### config.mk
export PLATFORM = sky130hd
export DESIGN_NAME = nvdla_glb_csb_arb
export DESIGN_NICKNAME = d
export VERILOG_FILES = /design/src/rtl/nvdla_glb_csb_pkg.sv /design/src/rtl/nvdla_glb_csb_idfifo.sv /design/src/rtl/nvdla_glb_csb_arb.sv
export SDC_FILE = /design/constraint.sdc
export NUM_CORES = 1
export LEC_CHECK = 0
export BUFFER_PORTS_ARGS = -buffer_cell sky130_fd_sc_hd__clkbuf_2
export CORE_MARGIN = 8
export CORE_UTILIZATION = 47
export DETAILED_ROUTE_END_ITERATION = 10
export HOLD_SLACK_MARGIN = 0.15
export PLACE_DENSITY = 0.81
export SYNTH_ARGS = -nofsm -noshare
export SYNTH_HDL_FRONTEND = slang
export SYNTH_SLANG_ARGS = --single-unit
### constraint.sdc
create_clock -name nvdla_core_clk -period 2.87 [get_ports nvdla_core_clk]
set_clock_uncertainty 0.2 [all_clocks]
set_input_delay 0.1435 -clock nvdla_core_clk [delete_from_list [all_inputs] [get_ports nvdla_core_clk]]
set_output_delay 0.1435 -clock nvdla_core_clk [all_outputs]
set_load 0.005 [all_outputs]
### src/rtl/nvdla_glb_csb_pkg.sv
// nvdla_glb_csb_pkg: CSB packet layout, widths and helpers shared by the GLB CSB arbiter.
package nvdla_glb_csb_pkg;
  localparam int REQ_PD_W        = 63;
  localparam int RESP_PD_W       = 34;
  localparam int REQ_ADDR_LSB    = 0;
  localparam int REQ_WDAT_LSB    = 22;
  localparam int REQ_WRITE_BIT   = 54;
  localparam int REQ_NPOSTED_BIT = 55;
  localparam int REQ_SRCPRIV_BIT = 56;
  localparam int REQ_WRBE_LSB    = 57;
  localparam int REQ_LEVEL_LSB   = 61;
  localparam int RESP_RDAT_LSB   = 0;
  localparam int RESP_ERROR_BIT  = 32;
  localparam int RESP_IS_WR_BIT  = 33;
  localparam logic RESP_ID_RD    = 1'b0;
  localparam logic RESP_ID_WR    = 1'b1;
  // Reads and non-posted writes are answered by the target; posted writes are not.
  function automatic logic req_rexp(input logic [REQ_PD_W-1:0] pd);
    return !pd[REQ_WRITE_BIT] | pd[REQ_NPOSTED_BIT];
  endfunction
endpackage

### src/rtl/nvdla_glb_csb_idfifo.sv
// nvdla_glb_csb_idfifo: 1-bit in-order master-ID FIFO with registered occupancy count.
module nvdla_glb_csb_idfifo
  import nvdla_glb_csb_pkg::*;
#(
  parameter int DEPTH = 4
) (
  input  logic nvdla_core_clk,
  input  logic nvdla_core_rstn,
  input  logic push_i,
  input  logic pop_i,
  input  logic din_i,
  output logic dout_o,
  output logic full_o,
  output logic empty_o
);
  localparam int AW = $clog2(DEPTH);
  logic [DEPTH-1:0] mem_q;
  logic [AW-1:0]    wp_q, rp_q;
  logic [AW:0]      cnt_q;
  always_ff @(posedge nvdla_core_clk or negedge nvdla_core_rstn)
    if (!nvdla_core_rstn) begin
      mem_q <= '0;
      wp_q  <= '0;
      rp_q  <= '0;
      cnt_q <= '0;
    end else begin
      if (push_i) begin
        mem_q[wp_q] <= din_i;
        wp_q        <= wp_q + AW'(1);
      end
      if (pop_i) rp_q <= rp_q + AW'(1);
      cnt_q <= cnt_q + (AW+1)'(push_i) - (AW+1)'(pop_i);
    end
  assign dout_o  = mem_q[rp_q];
  assign full_o  = cnt_q == (AW+1)'(DEPTH);
  assign empty_o = cnt_q == '0;
endmodule

### src/rtl/nvdla_glb_csb_arb.sv
// nvdla_glb_csb_arb: round-robin two-master CSB arbiter in front of one GLB CSB target,
// routing in-order target responses back to the issuing master.
module nvdla_glb_csb_arb
  import nvdla_glb_csb_pkg::*;
#(
  parameter int OUTS_DEPTH = 4
) (
  input  logic                 nvdla_core_clk,
  input  logic                 nvdla_core_rstn,
  input  logic                 m0_req_pvld,
  output logic                 m0_req_prdy,
  input  logic [REQ_PD_W-1:0]  m0_req_pd,
  input  logic                 m1_req_pvld,
  output logic                 m1_req_prdy,
  input  logic [REQ_PD_W-1:0]  m1_req_pd,
  output logic                 m0_resp_valid,
  output logic [RESP_PD_W-1:0] m0_resp_pd,
  output logic                 m1_resp_valid,
  output logic [RESP_PD_W-1:0] m1_resp_pd,
  output logic                 tgt_req_pvld,
  input  logic                 tgt_req_prdy,
  output logic [REQ_PD_W-1:0]  tgt_req_pd,
  input  logic                 tgt_resp_valid,
  input  logic [RESP_PD_W-1:0] tgt_resp_pd,
  output logic                 err_unexp_resp
);
  logic                 out_free, elig0, elig1, gnt0, gnt1, accept, full, empty, head, pop;
  logic                 ptr_q, ptr_d, req_vld_q, req_vld_d;
  logic [REQ_PD_W-1:0]  req_pd_q, req_pd_d, sel_pd;
  logic                 r0_vld_q, r1_vld_q, err_q;
  logic [RESP_PD_W-1:0] r0_pd_q, r1_pd_q;
  assign out_free = !req_vld_q | tgt_req_prdy;
  assign elig0 = m0_req_pvld & (!req_rexp(m0_req_pd) | !full);
  assign elig1 = m1_req_pvld & (!req_rexp(m1_req_pd) | !full);
  // ptr_q==1 gives m1 priority; a lone eligible master always wins.
  assign gnt0 = elig0 & (!elig1 | !ptr_q);
  assign gnt1 = elig1 & (!elig0 | ptr_q);
  assign m0_req_prdy = nvdla_core_rstn & out_free & gnt0;
  assign m1_req_prdy = nvdla_core_rstn & out_free & gnt1;
  assign accept = m0_req_prdy | m1_req_prdy;
  assign sel_pd = gnt1 ? m1_req_pd : m0_req_pd;
  assign pop = tgt_resp_valid & !empty;
  always_comb begin
    ptr_d     = accept ? gnt0 : ptr_q;
    req_vld_d = accept ? 1'b1 : (tgt_req_prdy ? 1'b0 : req_vld_q);
    req_pd_d  = accept ? sel_pd : req_pd_q;
  end
  always_ff @(posedge nvdla_core_clk or negedge nvdla_core_rstn)
    if (!nvdla_core_rstn) begin
      ptr_q     <= 1'b0;
      req_vld_q <= 1'b0;
      req_pd_q  <= '0;
      r0_vld_q  <= 1'b0;
      r1_vld_q  <= 1'b0;
      r0_pd_q   <= '0;
      r1_pd_q   <= '0;
      err_q     <= 1'b0;
    end else begin
      ptr_q     <= ptr_d;
      req_vld_q <= req_vld_d;
      req_pd_q  <= req_pd_d;
      r0_vld_q  <= pop & !head;
      r1_vld_q  <= pop & head;
      if (pop & !head) r0_pd_q <= tgt_resp_pd;
      if (pop & head) r1_pd_q <= tgt_resp_pd;
      if (tgt_resp_valid & empty) err_q <= 1'b1;
    end
  nvdla_glb_csb_idfifo #(.DEPTH(OUTS_DEPTH)) u_idfifo (
    .nvdla_core_clk (nvdla_core_clk),
    .nvdla_core_rstn(nvdla_core_rstn),
    .push_i         (accept & req_rexp(sel_pd)),
    .pop_i          (pop),
    .din_i          (gnt1),
    .dout_o         (head),
    .full_o         (full),
    .empty_o        (empty)
  );
  assign tgt_req_pvld   = req_vld_q;
  assign tgt_req_pd     = req_pd_q;
  assign m0_resp_valid  = r0_vld_q;
  assign m1_resp_valid  = r1_vld_q;
  assign m0_resp_pd     = r0_pd_q;
  assign m1_resp_pd     = r1_pd_q;
  assign err_unexp_resp = err_q;
endmodule

# Yosys cells after proc, flatten, opt, wreduce, memory -nomap -nowiden
# Index checks and enable logic that the tools add are counted.
dict set report classes {
  add_sub_neg 4
  n_lt_le_gt_ge 3
  eq_ne 1
  muxes 8
  bitwise_logic 21
  n_reduce_logical 15
}
# op count
set op_table {}
lappend op_table {{$mux 63} 1}
lappend op_table {{$and 1x1->1} 12}
lappend op_table {{$logic_not 1->1} 12}
lappend op_table {{$or 1x1->1} 9}
lappend op_table {{$lt 2x3->1 const B} 2}
lappend op_table {{$add 2x1->2 const B} 2}
lappend op_table {{$bwmux 4} 1}
lappend op_table {{$mux 1} 4}
lappend op_table {{$add 3x1->3} 1}
lappend op_table {{$eq 3x3->1 const B} 1}
lappend op_table {{$logic_not 3->1} 1}
lappend op_table {{$sub 3x1->3} 1}
lappend op_table {{$bmux 1 s2} 1}
lappend op_table {{$demux 1 s2} 1}
lappend op_table {{$ge 2x1->1 const B} 1}
lappend op_table {{$reduce_bool 2->1} 1}
lappend op_table {{$logic_and 1x1->1} 1}
dict set report totals {
  regBits 147
  in_bits 166
  output_inout_bits 137
  word_cells 64
}

# Logic depth before layout (Yosys ltp)
# Gate-level depths: netlist of the first run.
dict set report logic_depth {
  word_depth 14
  mapped_depth 11
  ltp_nobuf 11
}

# Modules after synthesis
# Synthesis of the first run repeated with hierarchy kept, for this count alone.
dict set report unflattened {
  cells_unflattened 585
  area_unflattened_um2 6537.5
}
# mod instances cells_each area_per_inst_um2 seq_area_each_um2
set by_module_without_submodules {}
lappend by_module_without_submodules {nvdla_glb_csb_arb 1 542 5994.5 3403.3}
lappend by_module_without_submodules {nvdla_glb_csb_idfifo 1 43 543.0 275.3}

# Worst setup path after synthesis of the first run
# No wires, ideal clock.
dict set report synth_path {
  path_kind {register -> register}
  startpoint {register u_idfifo.cnt_q[1]}
  endpoint {register u_idfifo.cnt_q[2]}
  setup_time_ns 0.127
  arrival_ns 2.205
  setup_slack_ns 0.338
  stages_incl_launch_ff 12
  path_buffers 0
  period_less_slack_ns 2.532
  path_cell_list {dfrtp_1 -> or3b_1 -> nand3_1 -> nor2_1 -> inv_1 -> ha_1 -> inv_1 -> ha_1 -> inv_1 -> fa_1 -> xnor2_1 -> xnor2_1}
}
dict set report synth_via {
  elab_chain_cells 13
  elab_cells_between_ends 24
  classes_between {add/sub: 2; eq/ne: 1; mux: 1; bitwise: 14; reduce/logical: 6}
}
# item line_no
set synth_lines {}
lappend synth_lines {{from (decl)} nvdla_glb_csb_idfifo.sv:19} ;# logic [AW:0] cnt_q;
lappend synth_lines {{from (signal assigned)} nvdla_glb_csb_idfifo.sv:32} ;# cnt_q <= cnt_q + (AW+1)'(push_i) - (AW+1)'(pop_i);
lappend synth_lines {{$eq 3x3->1} nvdla_glb_csb_idfifo.sv:35} ;# assign full_o = cnt_q == (AW+1)'(DEPTH);
lappend synth_lines {{$logic_not 1->1} {nvdla_glb_csb_arb.sv:33, nvdla_glb_csb_arb.sv:34}}
lappend synth_lines {{$or 1x1->1} nvdla_glb_csb_arb.sv:33} ;# assign elig0 = m0_req_pvld & (!req_rexp(m0_req_pd) | !full);
lappend synth_lines {{$and 1x1->1} nvdla_glb_csb_arb.sv:33}
lappend synth_lines {{$logic_not 1->1} nvdla_glb_csb_arb.sv:37} ;# assign gnt1 = elig1 & (!elig0 | ptr_q);
lappend synth_lines {{$or 1x1->1} nvdla_glb_csb_arb.sv:37}
lappend synth_lines {{$and 1x1->1} nvdla_glb_csb_arb.sv:37}
lappend synth_lines {{$mux 63} nvdla_glb_csb_arb.sv:41} ;# assign sel_pd = gnt1 ? m1_req_pd : m0_req_pd;
lappend synth_lines {{$logic_not 1->1} nvdla_glb_csb_pkg.sv:19} ;# return !pd[REQ_WRITE_BIT] | pd[REQ_NPOSTED_BIT];
lappend synth_lines {{$or 1x1->1} nvdla_glb_csb_pkg.sv:19}
lappend synth_lines {{$and 1x1->1} nvdla_glb_csb_arb.sv:71} ;# .push_i (accept & req_rexp(sel_pd)),
lappend synth_lines {{$add 3x1->3} nvdla_glb_csb_idfifo.sv:32}
lappend synth_lines {{$sub 3x1->3 *} nvdla_glb_csb_idfifo.sv:32}
# Mark *: on every way between the ends. The rest lies on a longest branch, timed or not.
# A chain may end at the register's enable or synchronous reset.

# Worst setup path in the final report of the first run
dict set report layout_path {
  startpoint {input m1_req_pd[55]}
  endpoint {register req_pd_q[6], in the netlist tgt_req_pd[6]}
}
dict set report layout_via {
  elab_chain_cells 9
  elab_cells_between_ends 12
  classes_between {mux: 1; bitwise: 9; reduce/logical: 2}
}
# item line_no
set layout_lines {}
lappend layout_lines {{from (decl)} nvdla_glb_csb_arb.sv:15} ;# input logic [REQ_PD_W-1:0] m1_req_pd,
lappend layout_lines {{$or 1x1->1 *} nvdla_glb_csb_pkg.sv:19}
lappend layout_lines {{$logic_not 1->1 *} nvdla_glb_csb_arb.sv:34} ;# assign elig1 = m1_req_pvld & (!req_rexp(m1_req_pd) | !full);
lappend layout_lines {{$or 1x1->1 *} nvdla_glb_csb_arb.sv:34}
lappend layout_lines {{$and 1x1->1 *} nvdla_glb_csb_arb.sv:34}
lappend layout_lines {{$logic_not 1->1} nvdla_glb_csb_arb.sv:36} ;# assign gnt0 = elig0 & (!elig1 | !ptr_q);
lappend layout_lines {{$or 1x1->1} nvdla_glb_csb_arb.sv:36}
lappend layout_lines {{$and 1x1->1} nvdla_glb_csb_arb.sv:36}
lappend layout_lines {{$and 1x1->1} nvdla_glb_csb_arb.sv:38} ;# assign m0_req_prdy = nvdla_core_rstn & out_free & gnt0;
lappend layout_lines {{$or 1x1->1} nvdla_glb_csb_arb.sv:40} ;# assign accept = m0_req_prdy | m1_req_prdy;
lappend layout_lines {{to (signal assigned)} nvdla_glb_csb_arb.sv:61} ;# req_pd_q <= req_pd_d;
lappend layout_lines {{to (decl)} nvdla_glb_csb_arb.sv:29} ;# logic [REQ_PD_W-1:0] req_pd_q, req_pd_d, sel_pd;
# Marked as above.

==> results of run 1 <==
## path summary, 6_finish.rpt
kind	from	depth (start not counted)	slack, ns	to
max	m1_req_pd[55]	8	0.08	tgt_req_pd[6]$_DFFE_PN0P_
min in group asynchronous	nvdla_core_rstn	4	0.34	u_idfifo.wp_q[1]$_DFFE_PN0P_
min reg2reg	err_unexp_resp$_DFFE_PN0P_	1	0.26	err_unexp_resp$_DFFE_PN0P_
max reg2reg	u_idfifo.cnt_q[2]$_DFF_PN0_	6	0.09	tgt_req_pd[6]$_DFFE_PN0P_
min	m1_req_pvld	4	0.18	tgt_req_pd[48]$_DFFE_PN0P_
max in group asynchronous	nvdla_core_rstn	5	0.88	tgt_req_pd[51]$_DFFE_PN0P_
## registers in the layout, indices dropped and copies added (netlist names)
register and flops:
tgt_req_pd 63, m0_resp_pd 34, m1_resp_pd 34, u_idfifo.mem_q 4
u_idfifo.cnt_q 3, u_idfifo.rp_q 2, u_idfifo.wp_q 2, err_unexp_resp 1
m0_resp_valid 1, m1_resp_valid 1, ptr_q 1, tgt_req_pvld 1
## kinds of logic (layout without fill, tap and decap cells)
group | after synthesis | after routing | synth area share [%]
XOR/XNOR | 5 | 5 | 0.6671
flip-flops | 147 | 147 | 56.04
AO/OA/AOI/OAI | 137 | 137 | 12.33
multiplexers | 74 | 74 | 12.87
other | 0 | 5 | 0
buffers and inverters | 65 | 537 | 4.766
AND/OR/NAND/NOR | 150 | 150 | 11.88
adder cells (fa/ha/maj) | 7 | 7 | 1.449
## metrics by stage
| stage | std cells | utilization [%] |
|---|---|---|
| after floorplan | 585 | - |
| final | 1242 | 76.91 |
| after global routing | 1241 | 76.89 |
| after detailed placement | 1029 | 59.81 |
| after CTS | 1234 | 76.47 |
| after global placement | 1029 | 59.81 |
## layout by cell type, fill, tap and decap left out, types with 2 or more instances in the layout
master | Yosys | layout
nor3_1 | 64 | 64
clkbuf_16 | 0 | 17
nand3_1 | 64 | 64
o21ai_0 | 63 | 63
a31oi_1 | 63 | 63
xnor2_1 | 5 | 5
inv_1 | 8 | 8
nand2_1 | 2 | 2
inv_6 | 0 | 2
buf_6 | 6 | 3
clkinv_4 | 0 | 2
mux2_1 | 69 | 69
nor3b_1 | 4 | 4
dlygate4sd3_1 | 0 | 174
mux2_2 | 4 | 4
buf_4 | 4 | 13
diode_2 | 0 | 5
buf_12 | 0 | 3
clkbuf_2 | 0 | 301
clkbuf_1 | 36 | 4
nor2_1 | 3 | 2
inv_2 | 2 | 2
nand2b_1 | 5 | 5
nor2b_1 | 2 | 2
ha_1 | 6 | 6
clkinvlp_4 | 0 | 5
dfrtp_1 | 147 | 147
## tightest hold or removal path: stages
cell	delay, ns
clkbuf_2	0.14
a21boi_4	0.26
nand3_1	0.12
a31oi_1	0.08
## area by class of cell
cell class / instances / area (µm²) / area share (%)
clock inverter: 10 / 102.6 / 0.9686
inverter: 10 / 37.54 / 0.3544
clock buffer: 22 / 454.2 / 4.288
timing repair buffer: 495 / 3452 / 32.59
multi-input combinational: 373 / 2630 / 24.83
antenna: 5 / 12.51 / 0.1181
sequential: 147 / 3679 / 34.73
tap: 180 / 225.2 / 2.126
## where the power goes
part	internal [mW]	total [mW]	leakage (nW)	switching, mW
sequential	3.12	3.80	1.69	0.674
combinational	2.05	4.27	2.90	2.22
clock	1.22	2.11	0.254	0.885
## per-layer routing
layer,vias up,share of wire [%]
met2,595,47
met5,-,0
li1,3075,-
met3,124,12
met1,3416,36
met4,0,5.1
## timing repair
action	in CTS	in global routing
pin swaps	0	2
buffers inserted	0	1
hold buffers	173	2
endpoints found under the setup margin	2	65
endpoints found under the hold margin	229	17
gates resized for setup	1	5
==> reports/qor.yml, run 1 <==
worst_setup_path:
  cp_top_family: "buffers and inverters"
  crit_type: "in -> reg"
  critPathRequiredTime_ns: 3.02
  crit_slowest_cell: "a21boi_4"
  crit_chain: "dlygate4sd3_1 -> clkbuf_2 -> nand2b_1 -> a21boi_4 -> buf_12 -> nand3_1 -> a31oi_1 -> dlygate4sd3_1"
  critPathBufInv: 4
  start_kind: "input port"
  end_kind: "flip-flop"
  cp_data_arrival_time_ns: 2.93
  crit_top_cell: "dlygate4sd3_1"
  critPathMaxFanout: 42
  max_stage_delay_ns: 0.67
cells_and_area:
  fillCellCount: 850
  drive_above_1_share_pct: 34.63
  area_delta_synth_final_pct: 61.38
  fin_area_mm2: 0.01059
  nNetsFinal: 1217
floorplanning:
  start_util_pct: 47.66
  rows: 43
  die_y_um: 134.2
  coreArea_mm2: 0.01377
  pin_count: 303
  die_w_um: 134.2
  die_area_mm2: 0.01800
clock_network:
  cts-buffers-inserted: 17
  clkLatencyLatePin_ns: 0.42
  htree_levels: 4
  cts_tree: "yes"
  cts.clk_slew.worst_paths_ns: 0.06
  clk_path_buf_depth: 2
  clock_sinks: 147
  clockRootBuffer: "clkbuf_16"
global_routing:
  gr-total-overflow: 0
  grt_pass1_vias: 7625
  grt_pass1_wl_um: 43210
  grt_util_met1_pct: 34.45
  met2_usage_pct: 49.18
  antenna_found_initial: 4
  grt_use_met3_pct: 12.23
  grt_max_degree: 67
  grt.total_usage_pct: 30.83
  top_usage_layer: "met2"
routing:
  drtAntennaViolNets: 0
  wirelength_um: 28080
  wl_per_cell_um: 22.61
  via_per_inst: 5.805
  drt_pass1_iterations: 5
  vias: 7210
  first_iter_violations: 616
  drcViolationCount: 0
placement:
  pre_cts_slack_ns: 0.1508
  dp_hpwl_um: 15390
  io_buffers: 302
  postPlaceCellArea_mm2: 0.008238
  gp_congestion: 0.7900
logic_synthesis:
  postSynthCellCount: 585
  avgSynthCellArea_um2: 11.22
  syn-cell-area_mm2: 0.006564
  yosys-top-cells-area: "dfrtp_1 56%, mux2_1 12%, a31oi_1 6.0%"
  synth_nets: 758
  synth_common_cells: "147 x dfrtp_1, 69 x mux2_1, 64 x nand3_1, 64 x nor3_1"
  ys_warn_count: 0
  synth_edf_count: 0
  async_flop_share_pct: 100.0
  synth-seq-cells: 147
  yosysTopAreaCellShare_pct: 56.04
  synth_cell_type_count: 37
  ys_seq_area_share_pct: 56.04
  synth-main-ff-cell: "dfrtp_1"
  synth_top_cell_by_area: "dfrtp_1"
  yosysMostFrequentCell: "dfrtp_1"
sta:
  setup_tns_ns: 0
  post-route-min-period_ns: 2.790
  hold_viol_final: 0
  worst_pin_slew_ns: 0.8892
  timing.hold.ws_ns: 0.1801
  finalSetupViolCount: 0
  layout_worst_path_cycle_share_pct: 97.20
  drv_slew: 0
  fmax_ghz: 0.3585
  relSlewSlack_pct: 40.53
  worst_slack_ns: 0.08029
hold_path:
  hold_class: "in -> reg"
power_and_ir_drop:
  cellLeakagePower_nw: 4.848
  p_total_mw: 10.17
  power_density_mw_per_mm2: 960.0
  irDropWorstVdd_v: 0.0004527
outcome:
  status: "completed"
flow_run:
  cap_violations: 0
(Power assumes the default switching activity.)
==> run 2: changes to the inputs <==
- clock period: 2.87 -> 2.7 ns (I/O delays scaled with it)
==> reports/qor.yml, run 2 (same netlist as run 1, synthesis figures left out) <==
outcome:
  status: "completed"
worst_setup_path:
  max_stage_delay_ns: 0.58  # -0.09 ns
  crit_top_cell: "clkbuf_2"
  critPathRequiredTime_ns: 2.37  # -0.65 ns
  critPathMaxFanout: 44  # +4.8%
  worstReg2RegEnd: "u_idfifo.cnt_q[2]$_DFF_PN0_"
  ff2ff_path_depth: 11  # +5
  start_kind: "input port"
  cp_data_arrival_time_ns: 2.26  # -0.67 ns
  crit_type: "in -> out"
  crit_chain: "dlygate4sd3_1 -> clkbuf_2 -> nand2b_1 -> buf_4 -> a2111oi_4 -> buf_6 -> a21boi_1 -> clkbuf_2"
  r2r_setup_slack_ns: 0.13  # +0.04 ns
  crit_slowest_cell: "dlygate4sd3_1"
  reg2reg_from: "u_idfifo.cnt_q[1]$_DFF_PN0_"
  end_kind: "primary output"
sta:
  post-route-min-period_ns: 2.592
  layout_worst_path_cycle_share_pct: 96.02
  worst_pin_slew_ns: 1.027  # +0.1377 ns
  finalSetupViolCount: 0  # unchanged
  hold_viol_final: 0  # unchanged
  fmax_ghz: 0.3857
  grt_setup_unrepaired: "true"
  worst_slack_ns: 0.1075  # +0.02724 ns
  setup_tns_ns: 0  # unchanged
  relSlewSlack_pct: 31.54  # -9.0 points
  drv_slew: 0  # unchanged
routing:
  drtAntennaViolNets: 0  # unchanged
  wl_per_cell_um: 22.39  # -0.98%
  drcViolationCount: 0  # unchanged
  first_iter_violations: 556  # -9.7%
  via_per_inst: 5.862  # +0.98%
  vias: 7251  # +0.57%
  drt_pass1_iterations: 6  # +1
  wirelength_um: 27690  # -1.4%
floorplanning:
  rows: 43  # unchanged
  pin_count: 303  # unchanged
  die_y_um: 134.2  # unchanged
  start_util_pct: 47.66  # unchanged
  die_w_um: 134.2  # unchanged
  die_area_mm2: 0.01800  # unchanged
  coreArea_mm2: 0.01377  # unchanged
cells_and_area:
  largest_register_ffs: 63  # unchanged
  final_common_cell: "clkbuf_2"
  area_delta_synth_final_pct: 60.45
  drive_above_1_share_pct: 35.97  # +1.3 points
  nNetsFinal: 1208  # -0.74%
  post-route-util_pct: 76.46  # -0.45 points
  fin_area_mm2: 0.01053  # -0.58%
  final_cell_mix: "301 x clkbuf_2, 163 x dlygate4sd3_1, 146 x dfrtp_1"
power_and_ir_drop:
  power_density_mw_per_mm2: 1029  # +7.2%
  p_switching_mw: 4.050  # +7.3%
  cellLeakagePower_nw: 4.866  # +0.38%
  clockPowerShare_pct: 22.0  # +1.3 points
  irDropWorstVdd_v: 0.0005197  # +15%
  pwr-share-seq_pct: 37.6  # +0.3 points
  power_frac_comb_pct: 40.4  # -1.5 points
  swShare_pct: 37.36  # +0.25 points
  p_total_mw: 10.84  # +6.6%
  intPower_mw: 6.790  # +6.2%
hold_path:
  hold_class: "in -> reg"
  min_from: "m1_req_pvld"
  holdPathStages: 4  # unchanged
  hold_end: "u_idfifo.wp_q[0]$_DFFE_PN0P_"
clock_network:
  post_cts.repair.setup_buffers: 0  # unchanged
  clockRootBuffer: "clkbuf_16"
  cts-buffers-inserted: 17  # unchanged
  clkLatencyLatePin_ns: 0.42  # about the same
  cts.clk_slew.worst_paths_ns: 0.06  # about the same
  cts_tree: "yes"
  clk_path_buf_depth: 2  # unchanged
  htree_levels: 4  # unchanged
  clock_sinks: 147  # unchanged
global_routing:
  grt_pass1_vias: 7717  # +1.2%
  antenna_found_initial: 8  # +4
  grt_max_degree: 82  # +22%
  grt.total_usage_pct: 30.78  # -0.054 points
  grt_pass1_wl_um: 43420  # +0.48%
  gr-total-overflow: 0  # unchanged
placement:
  io_buffers: 302  # unchanged
  postPlaceCellArea_mm2: 0.008255  # +0.21%
  dp_hpwl_um: 15430  # +0.30%
  pre_cts_slack_ns: 0.08998  # -0.06077 ns
  gp_congestion: 0.8127  # +2.9%
flow_run:
  cap_violations: 0  # unchanged
[run 2: area by class of cell]
class / count / area, µm²
sequential: 147 / 3680
timing repair buffer: 486 / 3336
multi-input combinational: 373 / 2636
inverter: 10 / 37.54
clock buffer: 17 / 425.4
fill: 835 / 3242
tap: 180 / 225.2
antenna: 9 / 22.52
clock inverter: 15 / 168.9
[run 2: worst max-delay path by stage]
stage                     cells after the start                          end                   startpoint  slack [ns]
after global routing                         11  u_idfifo.cnt_q[2]$_DFF_PN0_  u_idfifo.cnt_q[1]$_DFF_PN0_      -0.008
after CTS                                     8                  m0_req_prdy                m0_req_pd[54]        0.03
after detailed placement                     11  u_idfifo.cnt_q[2]$_DFF_PN0_            ptr_q$_DFFE_PN0P_        0.09
after floorplan                              11  u_idfifo.cnt_q[2]$_DFF_PN0_  u_idfifo.cnt_q[1]$_DFF_PN0_        0.17
final                                         8                  m0_req_prdy                m0_req_pd[54]        0.11
after global placement                       11  u_idfifo.cnt_q[2]$_DFF_PN0_  u_idfifo.cnt_q[1]$_DFF_PN0_        0.20
[run 2: per-layer routing]
metal | track usage [%] | share of wire [%]
met1 | 34.62 | 36
met2 | 49.76 | 47
met3 | 11.37 | 12
met4 | 17.03 | 4.8
met5 | 0 | 0
[run 2: what timing repair did]
| item | 4_1_cts | 5_1_grt |
|---|---|---|
| gates resized for setup | 0 | 7 |
| hold buffers | 163 | 0 |
| endpoints found under the hold margin | 289 | 0 |
| setup endpoints to repair | 0 | 2 |
[run 2: power groups by stage]
| stage | clock, mW | sequential, mW | combinational [mW] |
|---|---|---|---|
| after floorplan | 0 | 3.98 | 2.02 |
| after global placement | 0 | 3.92 | 3.90 |
| after detailed placement | 0 | 3.99 | 4.01 |
| after CTS | 2.43 | 3.97 | 4.23 |
| after global routing | 2.52 | 4.19 | 4.75 |
| final | 2.39 | 4.07 | 4.38 |
[run 2: stage by stage]
stage	hold WS (ns)	std cells
3_5_place_dp	0.1662	1033
5_1_grt	0.1646	1236
6_report	0.1239	1237
4_1_cts	0.1732	1228
2_1_floorplan	-0.3606	585
3_3_place_gp	0.1631	1033
[run 2: critical path: cells and delay by family]
kind | cells | cell delay, ns
buffers and inverters | 5 | 1.42
AND/OR/NAND/NOR | 1 | 0.09
AO/OA/AOI/OAI | 2 | 0.61
